`config.mk`:
```
export PLATFORM = sky130hd
export DESIGN_NAME = rain_drop_engine_flat
export DESIGN_NICKNAME = d
export VERILOG_FILES = /design/src/rtl/rain_drop_engine_if.sv /design/src/rtl/rain_drop_engine.sv /design/src/flat_wrapper.sv
export SDC_FILE = /design/constraint.sdc
export NUM_CORES = 1
export LEC_CHECK = 0
export CORE_ASPECT_RATIO = 1.2
export CORE_MARGIN = 3
export CORE_UTILIZATION = 60
export DETAILED_ROUTE_END_ITERATION = 10
export GPL_ROUTABILITY_DRIVEN = 0
export GPL_TIMING_DRIVEN = 0
export PLACE_DENSITY = 0.79
export REMOVE_ABC_BUFFERS = 1
export SYNTH_ARGS = -nofsm -noshare
export SYNTH_HDL_FRONTEND = slang
export SYNTH_SLANG_ARGS = --single-unit
export TNS_END_PERCENT = 5
```
`constraint.sdc`:
```
create_clock -name clk -period 10.7 [get_ports clk]
set_clock_uncertainty 0.05 [all_clocks]
set_input_delay 2.14 -clock clk [delete_from_list [all_inputs] [get_ports clk]]
set_output_delay 2.14 -clock clk [all_outputs]
set_load 0.01 [all_outputs]
```
`src/rtl/rain_drop_engine_if.sv`:
```
// rain_drop_engine_if: valid/ready pixel stream from the raindrop engine to the VGA pixel path.
interface rain_drop_engine_if;
    logic       pix_valid;
    logic       pix_ready;
    logic [7:0] pix_x;
    logic [7:0] pix_y;
    logic [2:0] pix_colour;

    modport master (output pix_valid, output pix_x, output pix_y, output pix_colour,
                    input  pix_ready);
    modport slave  (input  pix_valid, input  pix_x, input  pix_y, input  pix_colour,
                    output pix_ready);
endinterface

```
`src/rtl/rain_drop_engine.sv`:
```
// rain_drop_engine: spawns, erases, moves and redraws falling 1x2 raindrops once per frame tick.
// Optional feature macro RAIN_SPEEDUP_EN: halve the spawn period after every 16 successful spawns.
module rain_drop_engine #(
    parameter int unsigned N_DROPS      = 8,
    parameter int unsigned SPAWN_PERIOD = 4,
    parameter int unsigned PLAYER_Y     = 110,
    parameter logic [2:0]  DROP_COLOUR  = 3'b001
) (
    input  logic                      clk,
    input  logic                      resetn,
    input  logic                      frame_tick,
    input  logic [7:0]                p1_x,
    input  logic [7:0]                p2_x,
    rain_drop_engine_if.master        pix,
    output logic                      hit_p1,
    output logic                      hit_p2,
    output logic                      busy
);
    localparam int unsigned IW = (N_DROPS > 1) ? $clog2(N_DROPS) : 1;
    localparam logic [IW-1:0] LAST = IW'(N_DROPS - 1);
    localparam logic [7:0]    PY   = 8'(PLAYER_Y);

    typedef enum logic [2:0] {
        S_IDLE, S_SPAWN, S_ERASE0, S_ERASE1, S_MOVE, S_DRAW0, S_DRAW1, S_NEXT
    } state_t;

    state_t             state;
    logic [IW-1:0]      idx;
    logic [N_DROPS-1:0] act;
    logic [7:0]         dx [N_DROPS];
    logic [7:0]         dy [N_DROPS];
    logic [15:0]        lfsr;
    logic [7:0]         spawn_cnt;
    logic [7:0]         eff_period;
    logic               pending;
    logic               fresh_vld;
    logic [IW-1:0]      fresh_idx;

    logic               free_found;
    logic [IW-1:0]      free_idx;
    logic [7:0]         fold_x;
    logic [IW-1:0]      nidx;
    logic [7:0]         cur_x;
    logic [7:0]         ny;
    logic               hit1;
    logic               hit2;
    logic [7:0]         cnt_inc;
    logic               spawn_due;

`ifdef RAIN_SPEEDUP_EN
    logic [3:0]         spawn_total;
`else
    assign eff_period = 8'(SPAWN_PERIOD);
`endif

    // Lowest-index free slot for the next spawn.
    always_comb begin
        free_found = 1'b0;
        free_idx   = '0;
        for (int i = int'(N_DROPS) - 1; i >= 0; i--) begin
            if (!act[i]) begin
                free_found = 1'b1;
                free_idx   = IW'(i);
            end
        end
    end

    // LFSR columns above 158 fold back into the visible 160-column range.
    assign fold_x    = (lfsr[7:0] > 8'd158) ? (lfsr[7:0] - 8'd128) : lfsr[7:0];
    assign nidx      = idx + IW'(1);
    assign cur_x     = dx[idx];
    assign ny        = dy[idx] + 8'd1;
    assign hit1      = ((ny + 8'd1) >= PY) && ((cur_x == p1_x) || (cur_x == (p1_x + 8'd1)));
    assign hit2      = ((ny + 8'd1) >= PY) && ((cur_x == p2_x) || (cur_x == (p2_x + 8'd1)));
    assign cnt_inc   = spawn_cnt + 8'd1;
    assign spawn_due = (cnt_inc >= eff_period);

    always_ff @(posedge clk or negedge resetn) begin
        if (!resetn) begin
            state          <= S_IDLE;
            idx            <= '0;
            act            <= '0;
            lfsr           <= 16'hACE1;
            spawn_cnt      <= 8'd0;
            pending        <= 1'b0;
            fresh_vld      <= 1'b0;
            fresh_idx      <= '0;
            busy           <= 1'b0;
            hit_p1         <= 1'b0;
            hit_p2         <= 1'b0;
            pix.pix_valid  <= 1'b0;
            pix.pix_x      <= 8'd0;
            pix.pix_y      <= 8'd0;
            pix.pix_colour <= 3'b000;
            for (int i = 0; i < int'(N_DROPS); i++) begin
                dx[i] <= 8'd0;
                dy[i] <= 8'd0;
            end
`ifdef RAIN_SPEEDUP_EN
            spawn_total    <= 4'd0;
            eff_period     <= 8'(SPAWN_PERIOD);
`endif
        end else begin
            lfsr   <= {lfsr[0] ^ lfsr[2] ^ lfsr[3] ^ lfsr[5], lfsr[15:1]};
            hit_p1 <= 1'b0;
            hit_p2 <= 1'b0;
            if (frame_tick && (state != S_IDLE)) pending <= 1'b1;

            unique case (state)
                S_IDLE: begin
                    if (frame_tick || pending) begin
                        state   <= S_SPAWN;
                        busy    <= 1'b1;
                        pending <= 1'b0;
                    end
                end
                S_SPAWN: begin
                    idx       <= '0;
                    fresh_vld <= 1'b0;
                    if (spawn_due) begin
                        spawn_cnt <= 8'd0;
                        if (free_found) begin
                            act[free_idx] <= 1'b1;
                            dx[free_idx]  <= fold_x;
                            dy[free_idx]  <= 8'd0;
                            fresh_vld     <= 1'b1;
                            fresh_idx     <= free_idx;
`ifdef RAIN_SPEEDUP_EN
                            spawn_total <= spawn_total + 4'd1;
                            if (spawn_total == 4'hF)
                                eff_period <= (eff_period > 8'd1) ? (eff_period >> 1) : 8'd1;
`endif
                        end
                    end else begin
                        spawn_cnt <= cnt_inc;
                    end
                    // Slot 0 dispatch: a drop spawned right now is drawn without a move.
                    if (spawn_due && free_found && (free_idx == '0)) begin
                        state          <= S_DRAW0;
                        pix.pix_valid  <= 1'b1;
                        pix.pix_x      <= fold_x;
                        pix.pix_y      <= 8'd0;
                        pix.pix_colour <= DROP_COLOUR;
                    end else if (act[0]) begin
                        state          <= S_ERASE0;
                        pix.pix_valid  <= 1'b1;
                        pix.pix_x      <= dx[0];
                        pix.pix_y      <= dy[0];
                        pix.pix_colour <= 3'b000;
                    end else begin
                        state <= S_NEXT;
                    end
                end
                S_ERASE0: begin
                    if (pix.pix_ready) begin
                        pix.pix_y <= pix.pix_y + 8'd1;
                        state     <= S_ERASE1;
                    end
                end
                S_ERASE1: begin
                    if (pix.pix_ready) begin
                        pix.pix_valid <= 1'b0;
                        state         <= S_MOVE;
                    end
                end
                S_MOVE: begin
                    if (hit1 || hit2) begin
                        act[idx] <= 1'b0;
                        hit_p1   <= hit1;
                        hit_p2   <= hit2;
                        state    <= S_NEXT;
                    end else if (ny > 8'd118) begin
                        act[idx] <= 1'b0;
                        state    <= S_NEXT;
                    end else begin
                        dy[idx]        <= ny;
                        state          <= S_DRAW0;
                        pix.pix_valid  <= 1'b1;
                        pix.pix_x      <= cur_x;
                        pix.pix_y      <= ny;
                        pix.pix_colour <= DROP_COLOUR;
                    end
                end
                S_DRAW0: begin
                    if (pix.pix_ready) begin
                        pix.pix_y <= pix.pix_y + 8'd1;
                        state     <= S_DRAW1;
                    end
                end
                S_DRAW1: begin
                    if (pix.pix_ready) begin
                        pix.pix_valid <= 1'b0;
                        state         <= S_NEXT;
                    end
                end
                S_NEXT: begin
                    if (idx == LAST) begin
                        state <= S_IDLE;
                        busy  <= 1'b0;
                    end else begin
                        idx <= nidx;
                        if (fresh_vld && (fresh_idx == nidx)) begin
                            state          <= S_DRAW0;
                            pix.pix_valid  <= 1'b1;
                            pix.pix_x      <= dx[nidx];
                            pix.pix_y      <= dy[nidx];
                            pix.pix_colour <= DROP_COLOUR;
                        end else if (act[nidx]) begin
                            state          <= S_ERASE0;
                            pix.pix_valid  <= 1'b1;
                            pix.pix_x      <= dx[nidx];
                            pix.pix_y      <= dy[nidx];
                            pix.pix_colour <= 3'b000;
                        end else begin
                            state <= S_NEXT;
                        end
                    end
                end
                default: state <= S_IDLE;
            endcase
        end
    end
endmodule

```
`src/flat_wrapper.sv`:
```
// flat-port wrapper written by rule: the top's interface ports become plain ports
module rain_drop_engine_flat 
#(
    parameter int unsigned N_DROPS      = 8,
    parameter int unsigned SPAWN_PERIOD = 4,
    parameter int unsigned PLAYER_Y     = 110,
    parameter logic [2:0]  DROP_COLOUR  = 3'b001
)
  (clk, resetn, frame_tick, p1_x, p2_x, hit_p1, hit_p2, busy, pix_pix_valid, pix_pix_x, pix_pix_y, pix_pix_colour, pix_pix_ready);
  rain_drop_engine_if pix_i ();
  input  logic clk;
  input  logic resetn;
  input  logic frame_tick;
  input  logic [7:0] p1_x;
  input  logic [7:0] p2_x;
  output logic hit_p1;
  output logic hit_p2;
  output logic busy;
  output wire logic [$bits(pix_i.pix_valid)-1:0] pix_pix_valid;
  output wire logic [$bits(pix_i.pix_x)-1:0] pix_pix_x;
  output wire logic [$bits(pix_i.pix_y)-1:0] pix_pix_y;
  output wire logic [$bits(pix_i.pix_colour)-1:0] pix_pix_colour;
  input wire logic [$bits(pix_i.pix_ready)-1:0] pix_pix_ready;
  assign pix_pix_valid = pix_i.pix_valid;
  assign pix_pix_x = pix_i.pix_x;
  assign pix_pix_y = pix_i.pix_y;
  assign pix_pix_colour = pix_i.pix_colour;
  assign pix_i.pix_ready = pix_pix_ready;
  rain_drop_engine #(.N_DROPS(N_DROPS), .SPAWN_PERIOD(SPAWN_PERIOD), .PLAYER_Y(PLAYER_Y), .DROP_COLOUR(DROP_COLOUR)) u_core (.clk(clk), .resetn(resetn), .frame_tick(frame_tick), .p1_x(p1_x), .p2_x(p2_x), .pix(pix_i), .hit_p1(hit_p1), .hit_p2(hit_p2), .busy(busy));
endmodule
```
# ---- Yosys cells after proc, flatten, opt, wreduce, memory -nomap -nowiden
# Cells that the tools add are included.
dict set report op_classes {
  add_sub_neg 8
  mul 0
  div_mod_pow 0
  magnitude_cmp 14
  n_eq_ne 29
  n_shift 0
  mux 113
  bitwise_logic 11
  n_reduce_logical 34
}
# cell n
set ops {}
lappend ops {{$mux W64} 4}
lappend ops {{$mux W8} 31}
lappend ops {{$bwmux W64} 2}
lappend ops {{$pmux W64 S2} 1}
lappend ops {{$bmux W8 S3} 4}
lappend ops {{$mux W3} 27}
lappend ops {{$and A64 B64 Y64} 1}
lappend ops {{$not A64 Y64} 1}
lappend ops {{$add A8 B1 Y8 const B} 6}
lappend ops {{$demux W8 S3} 2}
lappend ops {{$eq A8 B8 Y1} 4}
lappend ops {{$pmux W8 S4} 1}
lappend ops {{$mux W1} 30}
lappend ops {{$pmux W3 S8} 1}
lappend ops {{$pmux W8 S3} 1}
lappend ops {{$pmux W8 S2} 1}
lappend ops {{$eq A3 B3 Y1 const B} 5}
lappend ops {{$ne A2 B2 Y1 const B} 7}
lappend ops {{$reduce_and A7 Y1} 2}
lappend ops {{$ge A4 B4 Y1 const B} 3}
lappend ops {{$lt A3 B4 Y1 const B} 3}
lappend ops {{$ne A2 B1 Y1 const B} 6}
lappend ops {{$not A3 Y4} 3}
lappend ops {{$logic_and A1 B1 Y1} 10}
lappend ops {{34 further kinds} 53}
dict set report word_totals {
  register_bits 194
  latchBits 0
  ramBits 0
  mem_bits_ro 0
  input_bits 20
  out_inout_bits 23
  n_memories 0
}

# ---- Depth between registers and ports, before layout
# Gate-level depths: netlist of run 1.
dict set report depth {
  ltp_word 18
  ltp_mapped 18
  depth_no_buf 15
}

# ---- Worst setup path after synthesis of run 1
# OpenSTA, ideal clock, no wires.
dict set report synth_path {
  path_type {input-to-reg}
  startpoint {input port p2_x[0]}
  endpoint {register u_core.pix.pix_x[0]}
  setup_time_ns 0.125
  arrival_ns 4.444
  path_slack_ns 6.081
  cell_stages 12
  n_path_buf 1
  path_cell_list {ha_1 > nand3_1 > inv_1 > nand4_1 > o31ai_1 > a41o_1 > a2bb2oi_1 > a31o_2 > or3_1 > buf_6 > a31oi_4 > mux2_2}
}
dict set report synth_via {
  elab_chain_len 7
}
# item line
set synth_rtl {}
lappend synth_rtl {{start: declaration} flat_wrapper.sv:15} ;# input logic [7:0] p2_x;
lappend synth_rtl {{$add A8 B1 Y8} rain_drop_engine.sv:74} ;# assign hit2 = ((ny + 8'd1) >= PY) && ((cur_x == p2_x) || (cur_x == (p2_x + 8'd1)));
lappend synth_rtl {{$eq A8 B8 Y1} rain_drop_engine.sv:74}
lappend synth_rtl {{$logic_or A1 B1 Y1 *} rain_drop_engine.sv:74}
lappend synth_rtl {{$logic_and A1 B1 Y1 *} rain_drop_engine.sv:74}
lappend synth_rtl {{$logic_or A1 B1 Y1 *} rain_drop_engine.sv:167} ;# if (hit1 || hit2) begin
lappend synth_rtl {{$ne A2 B2 Y1 (no source line) *} --}
lappend synth_rtl {{$reduce_and A6 Y1 (no source line) *} --}
lappend synth_rtl {{end signal: assignment} rain_drop_engine.sv:179} ;# pix.pix_x <= cur_x;
lappend synth_rtl {{end signal: assignment} rain_drop_engine.sv:205} ;# pix.pix_x <= dx[nidx];
lappend synth_rtl {{end signal: assignment} rain_drop_engine.sv:211} ;# pix.pix_x <= dx[nidx];
lappend synth_rtl {{end: declaration} rain_drop_engine_if.sv:9} ;# modport master (output pix_valid, output pix_x, output pix_y, output pix_colour,
# Every way passes the cells marked *; elsewhere a longest branch is shown, timed or not.
# A chain may end at the register's enable or synchronous reset.

# ---- Worst setup path in the final report of run 1
dict set report layout_path {
  startpoint {register u_core.idx[1]}
  endpoint {register u_core.dy[12] (netlist bit)}
}
dict set report layout_via {
  elab_chain_len 11
}
# item line
set layout_rtl {}
lappend layout_rtl {{start: declaration} rain_drop_engine.sv:28} ;# logic [IW-1:0] idx;
lappend layout_rtl {{start signal: assignment} rain_drop_engine.sv:201} ;# idx <= nidx;
lappend layout_rtl {{$not A3 Y4 (not written as such) *} {rain_drop_engine.sv:71, rain_drop_engine.sv:72, rain_drop_engine.sv:176}}
lappend layout_rtl {{$bmux W8 S3} rain_drop_engine.sv:72} ;# assign ny = dy[idx] + 8'd1;
lappend layout_rtl {{$mux W8 (not written as such) (2 in a row)} rain_drop_engine.sv:72}
lappend layout_rtl {{$add A8 B1 Y8} rain_drop_engine.sv:72}
lappend layout_rtl {{$add A8 B1 Y8} {rain_drop_engine.sv:73, rain_drop_engine.sv:74}}
lappend layout_rtl {{$ge A8 B7 Y1} {rain_drop_engine.sv:73, rain_drop_engine.sv:74}}
lappend layout_rtl {{$logic_and A1 B1 Y1, on equally long branches} {rain_drop_engine.sv:73, rain_drop_engine.sv:74}}
lappend layout_rtl {{$logic_or A1 B1 Y1} rain_drop_engine.sv:167}
lappend layout_rtl {{$ne A2 B2 Y1 (no source line)} --}
lappend layout_rtl {{$reduce_and A5 Y1 (no source line)} --}
lappend layout_rtl {{end signal: indexed assignment} rain_drop_engine.sv:176} ;# dy[idx] <= ny;
lappend layout_rtl {{end: declaration} rain_drop_engine.sv:31} ;# logic [7:0] dy [N_DROPS];
# Every way passes the cells marked *; elsewhere a longest branch is shown, timed or not. The select of a mux whose other input is x is not followed.

==> flow_summary.ini, run 1 <==
[cts]
cts_buffers = 17
cts.clk_slew.worst_paths_ns = 0.07
worstSkewPairLatency_ns = 0.44
ctsRootBufferMaster = clkbuf_16
ctsHoldBuffers = 0
h-tree-depth = 4
post_cts.repair.setup_buffers = 0
cts_tree = done
ctsResizeCount = 0
cts_num_sinks = 192
clockBufferDepth = 2

[timing]
whs_ns = 0.2992
slew_headroom_pct = 0.2680
worst_slew_pin_slew_ns = 1.490
period_needed_ns = 6.158
finalCritPeriodShare_pct = 57.55
setup_viol = 0
max_freq_mhz = 162.4
finalSetupTns_ns = 0
rsz0062_at_grt = no
finalMaxSlewViolations = 0
hold_violations = 0

[yosys]
syn_area_per_cell_um2 = 10.85
synth-xor-area-share_pct = 3.557
synth_top_family_by_area = multiplexers
yosys.area_share.simple_pct = 13.36
ys_warn_count = 0
muxShareOfSynthArea_pct = 22.44
yosysSeqAreaShare_pct = 41.35
synth-edff-count = 0
synth_cells = 1073
ys_ff_latch = 192
synth-compound-area-share_pct = 14.37
syn_area_um2 = 11640
async_reset_ff_share_pct = 100.0
synth_cell_types = 88
synthFlopType = dfrtp_1
synthAdderAreaFrac_pct = 1.182

[setup_path]
reg2reg_to = u_core.dy[12]$_DFFE_PN0P_
r2r_slack_ns = 4.54
crit_start = u_core.idx[1]$_DFFE_PN0P_
cp_max_fo = 18
cp-end-kind = flop
critPathArrivalTime_ns = 6.44
r2r-start = u_core.idx[1]$_DFFE_PN0P_
crit_type = reg -> reg
cp.required_ns = 10.98
reg2reg_depth = 15
critPathLaunchType = flop
worstSetupEndpoint = u_core.dy[12]$_DFFE_PN0P_

[flow_run]
maxCapViolCount = 1

[global_routing]
grt_max_degree = 122
grt_usage_pct = 31.30
antenna_found_initial = 0
grt_pass1_vias = 9168
overflow = 0
grt_first_pass_wirelength_um = 51050

[routing]
via_per_inst = 6.976
routed_wl_um = 32250
ant_nets = 0
vias = 9362
initialDrtViolationCount = 1059
drc_errors = 0
routedWlPerCell_um = 24.03
drt-pass1-iter-count = 8

[placement]
port_buffers = 40
place_area_um2 = 12180
dp_hpwl_um = 21050

[final_layout]
post-route-util_pct = 67.82
n_antenna_cell = 0
nNetsFinal = 1104
final_layout_size_suffix_gt1_share_pct = 18.51
area_delta_synth_final_pct = 10.24
final_common_cell = dfrtp_1
postLayoutCellArea_um2 = 12830
final_cell_mix = dfrtp_1, nand2_1, mux2_2, mux2i_1, mux4_2
num-fill-cells = 1421

[floorplanning]
die-area_um2 = 21120
start_util_pct = 61.52
pin_count = 43
die_x_um = 133.2
rows = 55
die_h_um = 158.6
coreArea_um2 = 18920

[pwr]
ir_drop_v = 0.0001689
p_leak_nw = 5.648
pwr_density_cell_nw_per_um2 = 296.5

[run_status]
violations = capacitance limit
status = finished, violations left

[min_path]
hold_path_class = reg -> reg
min_path_cells = 0
cells in the mapped netlist, types with 5 or more instances:
master    count  share of area, %
mux2i_1      75               6.4
a211oi_1      6              0.39
ha_1         11               1.2
a22oi_1      12              0.77
a221oi_1      5              0.38
buf_4         5              0.32
xor2_1       12              0.90
nand4_1       6              0.32
buf_1         9              0.29
o311ai_0      5              0.38
and2_1       17              0.91
nor2b_1      13              0.70
o22ai_1      16              0.86
mux4_2       42               8.1
nor2_1       28              0.90
and3_1       19               1.0
or3_1         6              0.32
nand3_1      33               1.4
nand2b_1      8              0.43
o31ai_1       6              0.39
nand2_1     147               4.7
o211ai_1      5              0.32
o221ai_1      6              0.45
o21ai_0      36               1.5
inv_1        15              0.48
dfstp_2       8               1.8
dfrtp_1     184                40
xnor2_1      29               2.2
buf_2         9              0.39
nor3_1       20              0.86
mux2_2       76               7.4
o22a_1        7              0.53
a21oi_1      32               1.4
a31oi_1       9              0.48
a32o_1       28               2.4
clkbuf_1     39               1.3
worst min-delay path by stage:
stage / to / from / slack (ns)
after global placement: u_core.lfsr[8]$_DFF_PN0_ / u_core.lfsr[9]$_DFF_PN0_ / 0.29
after floorplan: u_core.lfsr[8]$_DFF_PN0_ / u_core.lfsr[9]$_DFF_PN0_ / 0.28
after CTS: u_core.lfsr[8]$_DFF_PN0_ / u_core.lfsr[9]$_DFF_PN0_ / 0.30
after global routing: u_core.lfsr[8]$_DFF_PN0_ / u_core.lfsr[9]$_DFF_PN0_ / 0.31
final: u_core.lfsr[8]$_DFF_PN0_ / u_core.lfsr[9]$_DFF_PN0_ / 0.30
after detailed placement: u_core.lfsr[8]$_DFF_PN0_ / u_core.lfsr[9]$_DFF_PN0_ / 0.28
power breakdown:
group,switching (mW),internal (mW)
clock,0.285,0.407
combinational,1.30,0.786
sequential,0.173,0.851
critical path: stages (launching register included):
cell	delay, ns
dfrtp_1	0.71
buf_8	0.32
nor2b_1	0.64
a22oi_1	0.20
nand2_1	0.42
clkinv_1	0.43
ha_1	0.42
inv_1	0.20
xnor2_2	0.24
nand3_1	0.25
nor3_1	0.19
a22oi_1	0.11
a311oi_2	0.49
nor3_4	0.21
o21ai_2	0.73
mux2_2	0.42
cells by family (layout without fill, tap and decap cells):
group | after synthesis | in the layout
simple gates | 319 | 319
buf+inv | 87 | 99
fa+ha+maj | 11 | 11
mux | 196 | 196
compound gates | 223 | 223
xor+xnor | 44 | 44
flops | 192 | 192
other cells | 1 | 2
registers in the layout, summed over array words and instances, names as in the netlist:
register and flops:
u_core.hit_p2 1, u_core.busy 1, u_core.pix.pix_y 8, u_core.dy 64, u_core.dx 64, u_core.pix.pix_x 8
u_core.pending 1, u_core.hit_p1 1, u_core.pix.pix_colour 1, u_core.idx 3, u_core.fresh_idx 3, u_core.lfsr 16
u_core.act 8, u_core.pix.pix_valid 1, u_core.fresh_vld 1, u_core.spawn_cnt 8, u_core.state 3
layout make-up:
cell class | count | area, µm² | area share (%)
Tap cell | 256 | 320.3 | 2.496
Sequential cell | 192 | 4820 | 37.55
Inverter | 17 | 63.81 | 0.4972
Clock inverter | 10 | 171.4 | 1.336
Clock buffer | 22 | 464.2 | 3.617
Timing Repair Buffer | 50 | 560.5 | 4.367
Multi-Input combinational cell | 795 | 6435 | 50.14
stage by stage:
step | total power, mW | std cells | worst slack (ns)
final | 3.805 | 1342 | 4.542
after global routing | 4.006 | 1342 | 4.326
after CTS | 3.760 | 1340 | 4.540
after detailed placement | 3.064 | 1308 | 4.569
after global placement | 3.024 | 1300 | -0.4603
after floorplan | 2.477 | 1004 | 4.763
routing by layer:
metal  routed length, µm  vias to the layer above  global-route usage [%]
met4                1625                        0                   16.51
met2               15530                      564                   50.97
met3                2865                      125                   5.563
met5                   0                        -                       0
met1               12230                     4643                   40.57
li1                    -                     4030                       -
(Power assumes the default switching activity.)
==> run 2, diff against run 1 <==
==> constraint.sdc (replaced) <==
create_clock -name clk -period 6.46 [get_ports clk]
set_clock_uncertainty 0.05 [all_clocks]
set_input_delay 1.292 -clock clk [delete_from_list [all_inputs] [get_ports clk]]
set_output_delay 1.292 -clock clk [all_outputs]
set_load 0.01 [all_outputs]
==> results of run 2 <==
Same layout as run 1 (identical final DEF). Status: finished, violations left: capacitance limit.
Among the figures that moved: setup slack after placement 4.569 ns -> 0.3288 ns; setup slack after layout 4.542 ns -> 0.3021 ns; register-to-register setup slack 4.54 ns -> 0.30 ns; total power 3.805 mW -> 6.303 mW; worst IR drop on VDD 0.0001689 V -> 0.0002798 V
